[src/rtl/temporal_buffer_sequencer.sv]
// Sequences one flip round through the temporal buffer: fill NSAT slots, take the
// selector's choice, present it downstream. Optional selection timeout: TB_SEL_TIMEOUT_EN.
module temporal_buffer_sequencer #(
    parameter int unsigned NSAT        = 3,
    parameter int unsigned NSAT_BITS   = 2,
    parameter int unsigned SEL_TIMEOUT = 64
) (
    input  logic                 clk,
    input  logic                 reset,
    input  logic                 start_i,
    input  logic                 cand_valid_i,
    output logic                 cand_ready_o,
    output logic [NSAT_BITS-1:0] write_index_o,
    output logic                 wr_en_o,
    output logic                 eval_done_o,
    input  logic                 sel_valid_i,
    input  logic [NSAT_BITS-1:0] sel_index_i,
    output logic                 sel_ready_o,
    output logic [NSAT_BITS-1:0] read_index_o,
    output logic                 out_valid_o,
    input  logic                 out_ready_i,
    output logic                 busy_o,
    output logic                 err_o
);

    // One extra bit so the legality compare still works when NSAT == 2**NSAT_BITS.
    localparam int unsigned IDX_EXT_W = NSAT_BITS + 1;

    typedef enum logic [1:0] {
        S_IDLE   = 2'd0,
        S_WRITE  = 2'd1,
        S_SELECT = 2'd2,
        S_OUTPUT = 2'd3
    } state_e;

    // Illegal configurations elaborate an empty marker block and nothing else.
    if (((1 << NSAT_BITS) < NSAT) || (NSAT == 0) || (SEL_TIMEOUT == 0)) begin : g_bad_params
    end

    state_e               state_q;
    logic [NSAT_BITS-1:0] write_index_q;
    logic [NSAT_BITS-1:0] read_index_q;
    logic                 cand_ready_q;
    logic                 sel_ready_q;
    logic                 out_valid_q;
    logic                 eval_done_q;
    logic                 busy_q;
    logic                 err_q;

    logic                 accept_c;
    logic                 last_slot_c;
    logic                 sel_hs_c;
    logic                 sel_legal_c;
    logic                 out_hs_c;

`ifdef TB_SEL_TIMEOUT_EN
    localparam int unsigned TO_W = $clog2(SEL_TIMEOUT + 1);
    logic [TO_W-1:0] to_cnt_q;
`endif

    assign accept_c    = cand_valid_i & cand_ready_q;
    assign last_slot_c = (write_index_q == NSAT_BITS'(NSAT - 1));
    assign sel_hs_c    = sel_valid_i & sel_ready_q;
    assign sel_legal_c = (IDX_EXT_W'(sel_index_i) < IDX_EXT_W'(NSAT));
    assign out_hs_c    = out_valid_q & out_ready_i;

    // Round sequencer; every output except wr_en_o comes straight from a register.
    always_ff @(posedge clk) begin
        if (!reset) begin
            state_q       <= S_IDLE;
            write_index_q <= '0;
            read_index_q  <= '0;
            cand_ready_q  <= 1'b0;
            sel_ready_q   <= 1'b0;
            out_valid_q   <= 1'b0;
            eval_done_q   <= 1'b0;
            busy_q        <= 1'b0;
            err_q         <= 1'b0;
`ifdef TB_SEL_TIMEOUT_EN
            to_cnt_q      <= '0;
`endif
        end else begin
            eval_done_q <= 1'b0;
            unique case (state_q)
                S_IDLE: begin
                    if (start_i) begin
                        state_q       <= S_WRITE;
                        cand_ready_q  <= 1'b1;
                        busy_q        <= 1'b1;
                        write_index_q <= '0;
                        err_q         <= 1'b0;
                    end
                end
                S_WRITE: begin
                    if (accept_c) begin
                        if (last_slot_c) begin
                            state_q       <= S_SELECT;
                            write_index_q <= '0;
                            eval_done_q   <= 1'b1;
                            cand_ready_q  <= 1'b0;
                            sel_ready_q   <= 1'b1;
`ifdef TB_SEL_TIMEOUT_EN
                            to_cnt_q      <= '0;
`endif
                        end else begin
                            write_index_q <= write_index_q + NSAT_BITS'(1);
                        end
                    end
                end
                S_SELECT: begin
                    if (sel_hs_c) begin
                        state_q      <= S_OUTPUT;
                        sel_ready_q  <= 1'b0;
                        out_valid_q  <= 1'b1;
                        read_index_q <= sel_legal_c ? sel_index_i : '0;
                        if (!sel_legal_c) begin
                            err_q <= 1'b1;
                        end
`ifdef TB_SEL_TIMEOUT_EN
                    end else if (to_cnt_q == TO_W'(SEL_TIMEOUT)) begin
                        state_q      <= S_OUTPUT;
                        sel_ready_q  <= 1'b0;
                        out_valid_q  <= 1'b1;
                        read_index_q <= '0;
                        err_q        <= 1'b1;
                    end else begin
                        to_cnt_q <= to_cnt_q + TO_W'(1);
`endif
                    end
                end
                S_OUTPUT: begin
                    // A start on the transfer cycle chains straight into the next round.
                    if (out_hs_c) begin
                        out_valid_q <= 1'b0;
                        if (start_i) begin
                            state_q       <= S_WRITE;
                            cand_ready_q  <= 1'b1;
                            write_index_q <= '0;
                            err_q         <= 1'b0;
                        end else begin
                            state_q <= S_IDLE;
                            busy_q  <= 1'b0;
                        end
                    end
                end
                default: begin
                    state_q <= S_IDLE;
                end
            endcase
        end
    end

    assign cand_ready_o  = cand_ready_q;
    assign write_index_o = write_index_q;
    assign wr_en_o       = accept_c;
    assign eval_done_o   = eval_done_q;
    assign sel_ready_o   = sel_ready_q;
    assign read_index_o  = read_index_q;
    assign out_valid_o   = out_valid_q;
    assign busy_o        = busy_q;
    assign err_o         = err_q;

endmodule

[config.mk]
export PLATFORM = sky130hd
export DESIGN_NAME = temporal_buffer_sequencer
export DESIGN_NICKNAME = d
export VERILOG_FILES = /design/src/rtl/temporal_buffer_sequencer.sv
export SDC_FILE = /design/constraint.sdc
export NUM_CORES = 1
export LEC_CHECK = 0
export CORE_UTILIZATION = 47
export DETAILED_ROUTE_END_ITERATION = 8
export DONT_BUFFER_PORTS = 1
export PLACE_DENSITY = 0.61
export SLEW_MARGIN = 0
export SYNTH_ARGS = -nofsm -noshare
export SYNTH_HDL_FRONTEND = slang
export SYNTH_SLANG_ARGS = --single-unit
export TNS_END_PERCENT = 10
[constraint.sdc]
create_clock -name clk -period 1.5 [get_ports clk]
set_input_delay 0.45 -clock clk [delete_from_list [all_inputs] [get_ports clk]]
set_output_delay 0.45 -clock clk [all_outputs]
set_load 0.005 [all_outputs]
# [Yosys cells after proc, flatten, opt, wreduce, memory -nomap -nowiden]
# Cells that the tools add are included.
[op_classes] n_eq_ne=11 n_reduce_logical=15 magnitude_cmp=1 mux=35 addsub=1 bitwise_logic=3
[op_table] cell="2-bit 2-to-1 mux" n=10
[op_table] cell="1-bit 2-to-1 mux" n=18
[op_table] cell="4-bit AND reduction" n=4
[op_table] cell="2-bit inequality test (second input constant)" n=7
[op_table] cell="3-bit AND reduction" n=3
[op_table] cell="2-bit one-hot mux with 4 select lines" n=1
[op_table] cell="2-bit == test (second input constant)" n=3
[op_table] cell="1-bit one-hot mux with 2 select lines" n=3
[op_table] cell="1-bit one-hot mux with 3 select lines" n=2
[op_table] cell="2-bit one-hot mux with 3 select lines" n=1
[op_table] cell="2-bit nonzero test" n=3
[op_table] cell="3-bit nonzero test" n=2
[op_table] cell="5-bit AND reduction" n=1
[op_table] cell="1-bit AND" n=3
[op_table] cell="2-bit by 1-bit adder with 2-bit output (second input constant)" n=1
[op_table] cell="2-bit by 1-bit == test with 1-bit output (second input constant)" n=1
[op_table] cell="2-bit logical NOT" n=1
[op_table] cell="2-bit < comparator (second input constant)" n=1
[op_table] cell="2-bit AND reduction" n=1
[word_totals] output_inout_bits=11 word_cells=75 register_bits=12 input_bits=8

# [Longest topological paths before layout]
# Gate-level depths: netlist of the first run.
[logic_depth] word_depth=4 ltp_mapped=6 depth_no_buf=6

# [Worst setup path before layout of the first run]
# No wires, ideal clock.
[synth_timing] path_kind="flip-flop to flip-flop" startpoint="register state_q[0]" endpoint="register busy_q (netlist: busy_o)" t_required_ps=1379 setup_ps=121 arrival_time_ps=1362 path_buffers=0 path_slack_ps=17 period_less_slack_ps=1483 stages_incl_launch_ff=6 path_cell_list="dfxtp_1 > inv_1 > ha_1 > or3_2 > a21oi_1 > nor3_1"
[synth_between] elab_chain_cells=3 elab_cells_between_ends=8 classes_between="4 x eq/ne; 1 x mux; 3 x reduce/logical"
[synth_rtl] element="start, declared" line="40" rtl="state_e state_q;"
[synth_rtl] element="start signal, assigned" line="70" rtl="state_q <= S_IDLE;"
[synth_rtl] element="start signal, assigned" line="87" rtl="state_q <= S_WRITE;"
[synth_rtl] element="start signal, assigned" line="97" rtl="state_q <= S_SELECT;"
[synth_rtl] element="2-bit == test / 2-bit logical NOT (equally long branches)" line="84" rtl="unique case (state_q)"
[synth_rtl] element="2-bit inequality test (no line) / 2-bit nonzero test (equally long branches)"
[synth_rtl] element="4-bit AND reduction (no line)"
[synth_rtl] element="end signal, assigned" line="77" rtl="busy_q <= 1'b0;"
[synth_rtl] element="end signal, assigned" line="89" rtl="busy_q <= 1'b1;"
[synth_rtl] element="end signal, assigned" line="142" rtl="busy_q <= 1'b0;"
[synth_rtl] element="end, declared" line="47" rtl="logic busy_q;"
# Several ways; a longest one is shown, not always the timed one.
# A chain may end at the register's enable or synchronous reset.

# [Worst setup path in the final report of the first run]
[layout_timing] startpoint="register state_q[0]" endpoint="register state_q[0]"
[layout_between] elab_chain_cells=3 elab_cells_between_ends=11 classes_between="8 x eq/ne; 1 x mux; 2 x reduce/logical"
[layout_rtl] element="2-bit == test, or another cell as far along" line="84"
[layout_rtl] element="2-bit inequality test (no line)"
[layout_rtl] element="5-bit AND reduction (no line)"
# Several ways; a longest one is shown, not always the timed one.

==> results.md, run 1 <==
- Status: finished, final reports clean
- LEAKAGE: 0.000325 µW
- Die Footprint: 1570 µm²
- Final setup violation count: 0
- Layout cells sized above 1: 0.380
- Most common cell after layout, fill and taps aside: buf_4
- XOR/XNOR Fraction of Synth Area: 0
- Largest net degree at the start of global routing: 10
- Hold WC Path Type: in -> reg
- Rows: 13
- Util after Layout: 0.673
- Die Ht: 39.6 µm
- Final Cycle Share: 0.988
- Worst reg2reg startpoint: state_q[0]
- CP Max Fanout: 4
- Hold Violations, Final: 0
- Overall global routing resource usage: 0.212
- Compound-Gate Fraction of Synth Area: 0.267
- Max Clk Rate: 0.675 GHz
- Mean Syn Cell Area: 9.00 µm²
- Die Span X: 39.6 µm
- Most frequent cells in the layout: buf_4 (14), dfxtp_1 (10), a21oi_1 (8), nor2_1 (6)
- Synth Register Bits: 12
- Core region area: 1300 µm²
- DR vias/cell: 5.66
- Starting density of the core: 0.512
- Post-route cell area: 876 µm²
- Routability cong.: 0.770
- Synth Cell Area: 666 µm²
- Post-layout min period: 1.48 ns
- Slew @ Worst Pin: 0.329 ns
- Critical Path Source Type: register
- Avg WL per Cell: 14.1 µm
- Slew HR: 0.781
- Syn Nets: 88
- Synth Area in Simple Gates: 0.211
- DRT iter0 DRCs: 9
- Hold slack: 0.289 ns
- Hold Crit Start: sel_valid_i
- Hold Path Cell Cnt: 1
- Hold buffers post-CTS: 0
- Clock sink count: 12
- Reg2Reg Capture Point: state_q[0]
- PD cells: 1820 nW/µm²
- # H-tree levels: 1
- Post-synth cell types: 25
- Vias in the first global route: 518
- Routed WL: 1.51 mm
- Nets: 107
- Largest family of logic cells by synthesized area: compound AO/OA/AOI/OAI gates
- Critical path class: reg -> reg
- Worst-Skew Late Latency: 0.27 ns
- Detailed Place HPWL: 1.10 mm
- Initial antenna violation count: 0
- First drt pass iteration count: 4
- CTS Buffer Depth: 2
- Crit. End Element: register
- Mux cell area share after synthesis: 0.0150
- Port bufs: 0
- Antenna diode count: 0
- Post-synthesis cell count: 74
- Worst-path clk slew: 0.08 ns
- Max cap viols: 0
- Placed instance count: 102
- Drt drc: 0
- Grt ovf: 0
- Vias: 606
- Adder-cell area share of the yosys netlist: 0.113
- Worst reg2reg path depth: 5
- Critical Path AT: 1.66 ns
- R2r setup slk: 0.02 ns
- TNS Setup: 0 ns
- Fillers: 108
- Clock root buffer: clkbuf_4
- WHS Endpoint: sel_ready_o
- Top-level port count: 19
- Required @ worst endpoint: 1.67 ns
- First-pass GRT wire length: 2.24 mm
- Peak supply drop: 1.02 mV
- Register area share after synthesis: 0.361
- RSZ-0062 raised after global routing: true
- Placed Area: 782 µm²
- Slew Viols, Final: 0
- Non-Filler Instances: 107
- Clock Skews: 0.00291 ns
- Clock buffer count from CTS: 3
- Post-route ant nets: 0
- Synthesis Warnings: 0
- Area grow syn2layout: 31.6%
- TritonCTS clock tree: done
-- report_power, final --
group	total (µW)	switching, µW	internal [µW]
Clock	257	110	147
Sequential	465	70.6	395
Combinational	873	422	451
-- sequential cells by signal, indices dropped and copies added, names as in the netlist --
signal and cells:
err_o 1, cand_ready_o 1, write_index_o 2, eval_done_o 1, state_q 2, read_index_o 2, busy_o 1, sel_ready_o 1
out_valid_o 1
-- through the flow --
step | setup WS, ns | power (µW)
2_1_floorplan | 0.0169 | 916
3_3_place_gp | 0.0173 | 1220
3_5_place_dp | 0.0114 | 1230
4_1_cts | 0.00115 | 1490
5_1_grt | -0.0719 | 1720
6_report | 0.0177 | 1600
-- critical path, stage by stage, from the launching register on --
cell and delay (ns):
dfxtp_2 0.40, ha_2 0.21, a21boi_4 0.24, a21oi_4 0.07
and3_4 0.19, a221oi_2 0.28
-- cell type report --
type                            instances  area (µm²)  share of cell area
Tap cell                               15        18.8              0.0214
Multi-Input combinational cell         56         450               0.514
Sequential cell                        12         243               0.277
Timing Repair Buffer                   14         105               0.120
Inverter                                6        22.5              0.0257
Clock buffer                            4        36.3              0.0414
-- cells by family (layout without fill, tap and decap cells) --
| group | Yosys count | in the layout |
|---|---|---|
| buffers and inverters | 6 | 24 |
| and+or+nand+nor | 26 | 26 |
| adders and majority gates | 6 | 6 |
| muxes | 1 | 1 |
| DFF | 12 | 12 |
| AOI/OAI and AO/OA | 23 | 23 |
-- timing repair --
item                                    in CTS  in global routing
buffers inserted                             0                  1
pin swaps                                    1                  5
gates resized for setup                      1                 12
endpoints found under the setup margin       2                 11
gates cloned                                 0                  0
-- how the worst max path moves through the flow --
stage,start,end,cells past startpoint
floorplan,state_q[0],busy_o,5
global placement,state_q[0],busy_o,5
detailed placement,state_q[0],state_q[0],5
CTS,state_q[0],busy_o,5
global route,state_q[1],state_q[0],5
finish,state_q[0],state_q[0],5
-- cells in the mapped netlist --
cell type | n | area [µm²]
a211oi_1 | 3 | 22.5
a31oi_1 | 1 | 6.26
nand4b_1 | 1 | 8.76
mux2i_1 | 1 | 10.0
a311oi_1 | 2 | 17.5
clkinv_1 | 1 | 3.75
nor3b_1 | 2 | 15.0
a211oi_2 | 1 | 12.5
ha_1 | 6 | 75.1
a21oi_1 | 9 | 45.0
o2111ai_1 | 1 | 8.76
a22oi_2 | 1 | 12.5
dfxtp_1 | 12 | 240
or3_2 | 1 | 7.51
nand2b_1 | 5 | 31.3
inv_1 | 5 | 18.8
and3_4 | 1 | 11.3
nor3_1 | 2 | 10.0
nand3_1 | 3 | 15.0
o21ai_0 | 2 | 10.0
a21oi_2 | 1 | 8.76
a221oi_2 | 1 | 15.0
a21boi_4 | 1 | 18.8
nor2_1 | 6 | 22.5
nand2_1 | 5 | 18.8
-- layer usage --
layer | part of all wire | vias up | track usage
li1 | - | 308 | -
met1 | 0.47 | 285 | 0.290
met2 | 0.50 | 13 | 0.328
met3 | 0.025 | 0 | 0.0511
met4 | 0 | 0 | 0.0517
met5 | 0 | - | 0
Power figures use the tool's default switching activity.
==> inputs of run 2 (changes only) <==
--- a/config.mk
+++ b/config.mk
@@ -8,7 +8,7 @@
 export CORE_UTILIZATION = 47
 export DETAILED_ROUTE_END_ITERATION = 8
 export DONT_BUFFER_PORTS = 1
-export PLACE_DENSITY = 0.61
+export PLACE_DENSITY_LB_ADDON = 0.05
 export SLEW_MARGIN = 0
 export SYNTH_ARGS = -nofsm -noshare
 export SYNTH_HDL_FRONTEND = slang
==> results.md, run 2 (synthesis gave the netlist of run 1 again) <==
- Status: finished, final reports clean (unchanged)
- Final setup violation count: 0 (unchanged)
- Die Ht: 39.6 µm (unchanged)
- Critical Path Source Type: register (unchanged)
- Slew HR: 0.763 (was 0.781)
- TritonCTS clock tree: done (unchanged)
- Die Footprint: 1570 µm² (unchanged)
- Hold WC Path Type: in -> reg (unchanged)
- Util after Layout: 0.708 (was 0.673)
- Die Span X: 39.6 µm (unchanged)
- Critical path class: reg -> reg (unchanged)
- Vias: 642 (was 606)
- TNS Setup: 0 ns (unchanged)
- Clock sink count: 12 (unchanged)
- Final Cycle Share: 0.996 (was 0.988)
- Slew @ Worst Pin: 0.355 ns (was 0.329 ns)
- Layout cells sized above 1: 0.412 (was 0.380)
- Fillers: 108 (unchanged)
- Starting density of the core: 0.512 (unchanged)
- Worst-Skew Late Latency: 0.27 ns (about the same)
- Largest net degree at the start of global routing: 10 (unchanged)
- Worst setup startpoint: state_q[0] (unchanged)
- Detailed Place HPWL: 1.14 mm (was 1.10 mm)
- Hold buffers post-CTS: 0 (unchanged)
- Max cap viols: 0 (unchanged)
- DRT iter0 DRCs: 6 (was 9)
- Slew Viols, Final: 0 (unchanged)
- Routability cong.: 0.787 (was 0.770)
- Nets: 112 (was 107)
- Placed instance count: 106 (was 102)
- Most frequent cells in the layout: buf_4 (19), dfxtp_1 (10), a21oi_1 (8), nor2_1 (6) (was buf_4 (14), dfxtp_1 (10), a21oi_1 (8), nor2_1 (6))
- Critical Path AT: 1.68 ns (was 1.66 ns)
- First-pass GRT wire length: 2.26 mm (was 2.24 mm)
- Tot Pwr: 1680 µW (was 1600 µW)
- Crit. End Element: register (unchanged)
- Worst reg2reg startpoint: state_q[0] (unchanged)
- Clock buffer count from CTS: 3 (unchanged)
- Rows: 13 (unchanged)
- Avg WL per Cell: 14.9 µm (was 14.1 µm)
- Core region area: 1300 µm² (unchanged)
- PD cells: 1830 nW/µm² (was 1820 nW/µm²)
- Routed WL: 1.67 mm (was 1.51 mm)
- Initial antenna violation count: 0 (unchanged)
- Hold Violations, Final: 0 (unchanged)
- Hold Crit Start: sel_valid_i (unchanged)
- Required @ worst endpoint: 1.69 ns (was 1.67 ns)
- Non-Filler Instances: 112 (was 107)
- Overall global routing resource usage: 0.219 (was 0.212)
- LEAKAGE: 0.000353 µW (was 0.000325 µW)
- Clock root buffer: clkbuf_4 (unchanged)
- CTS Buffer Depth: 2 (unchanged)
- Port bufs: 0 (unchanged)
- Most common cell after layout, fill and taps aside: buf_4 (unchanged)
- Clock Skews: 0.00102 ns (was 0.00291 ns)
- Area grow syn2layout: 38.3% (was 31.6%)
- Post-layout min period: 1.49 ns (was 1.48 ns)
- Max Clk Rate: 0.669 GHz (was 0.675 GHz)
- Vias in the first global route: 515 (was 518)
- Drt drc: 0 (unchanged)
- Peak supply drop: 1.04 mV (was 1.02 mV)
- CP Max Fanout: 4 (unchanged)
- Worst-path clk slew: 0.08 ns (about the same)
- Post-route ant nets: 0 (unchanged)
- DR vias/cell: 5.73 (was 5.66)
- Antenna diode count: 0 (unchanged)
- # H-tree levels: 1 (unchanged)
- First drt pass iteration count: 4 (unchanged)
- RSZ-0062 raised after global routing: true (unchanged)
- Grt ovf: 0 (unchanged)
- Top-level port count: 19 (unchanged)
run 2: worst paths after layout:
check,cells past startpoint,to,slack (ns)
max,6,cand_ready_o,0.006
min,1,sel_ready_o,0.29
max reg2reg,6,cand_ready_o,0.006
min reg2reg,2,read_index_o[0],0.53
run 2: power by group:
group	switching, µW	internal [µW]
Clock	115	147
Sequential	71.9	402
Combinational	440	509
Total	626	1060
run 2: layout make-up:
| class | count | area, µm² | area share |
|---|---|---|---|
| Multi-Input combinational cell | 56 | 453 | 0.492 |
| Sequential cell | 12 | 248 | 0.269 |
| Timing Repair Buffer | 19 | 143 | 0.155 |
| Clock buffer | 4 | 36.3 | 0.0394 |
| Inverter | 6 | 22.5 | 0.0245 |
| Tap cell | 15 | 18.8 | 0.0204 |
run 2: what timing repair did:
| item | 4_1_cts | 5_1_grt |
|---|---|---|
| pin swaps | 3 | 3 |
| setup endpoints to repair | 4 | 11 |
| resized for setup | 3 | 12 |
| setup buffers | 1 | 1 |
run 2: worst max-delay path: stages, from the launching register on:
cell and delay, ns:
dfxtp_4 0.37, ha_2 0.20, a21boi_4 0.16, buf_4 0.16, nor2_1 0.16, a31oi_1 0.12
a311oi_1 0.24
run 2: layer usage:
| metal | routed length (µm) | global-route usage | up-vias |
|---|---|---|---|
| met4 | 17 | 0.129 | 0 |
| met2 | 809 | 0.320 | 15 |
| li1 | - | - | 317 |
| met1 | 782 | 0.295 | 308 |
| met5 | 0 | 0 | - |
| met3 | 61 | 0.0398 | 2 |
run 2: metrics by stage:
| step | hold WS, ns | area [µm²] | worst slack (ns) |
|---|---|---|---|
| finish | 0.288 | 921 | 0.00625 |
| global route | 0.283 | 921 | -0.0612 |
| CTS | 0.281 | 867 | 0.000187 |
| detailed placement | 0.508 | 812 | -0.0636 |
| global placement | 0.504 | 812 | -0.0370 |
| floorplan | 0.483 | 666 | 0.0169 |
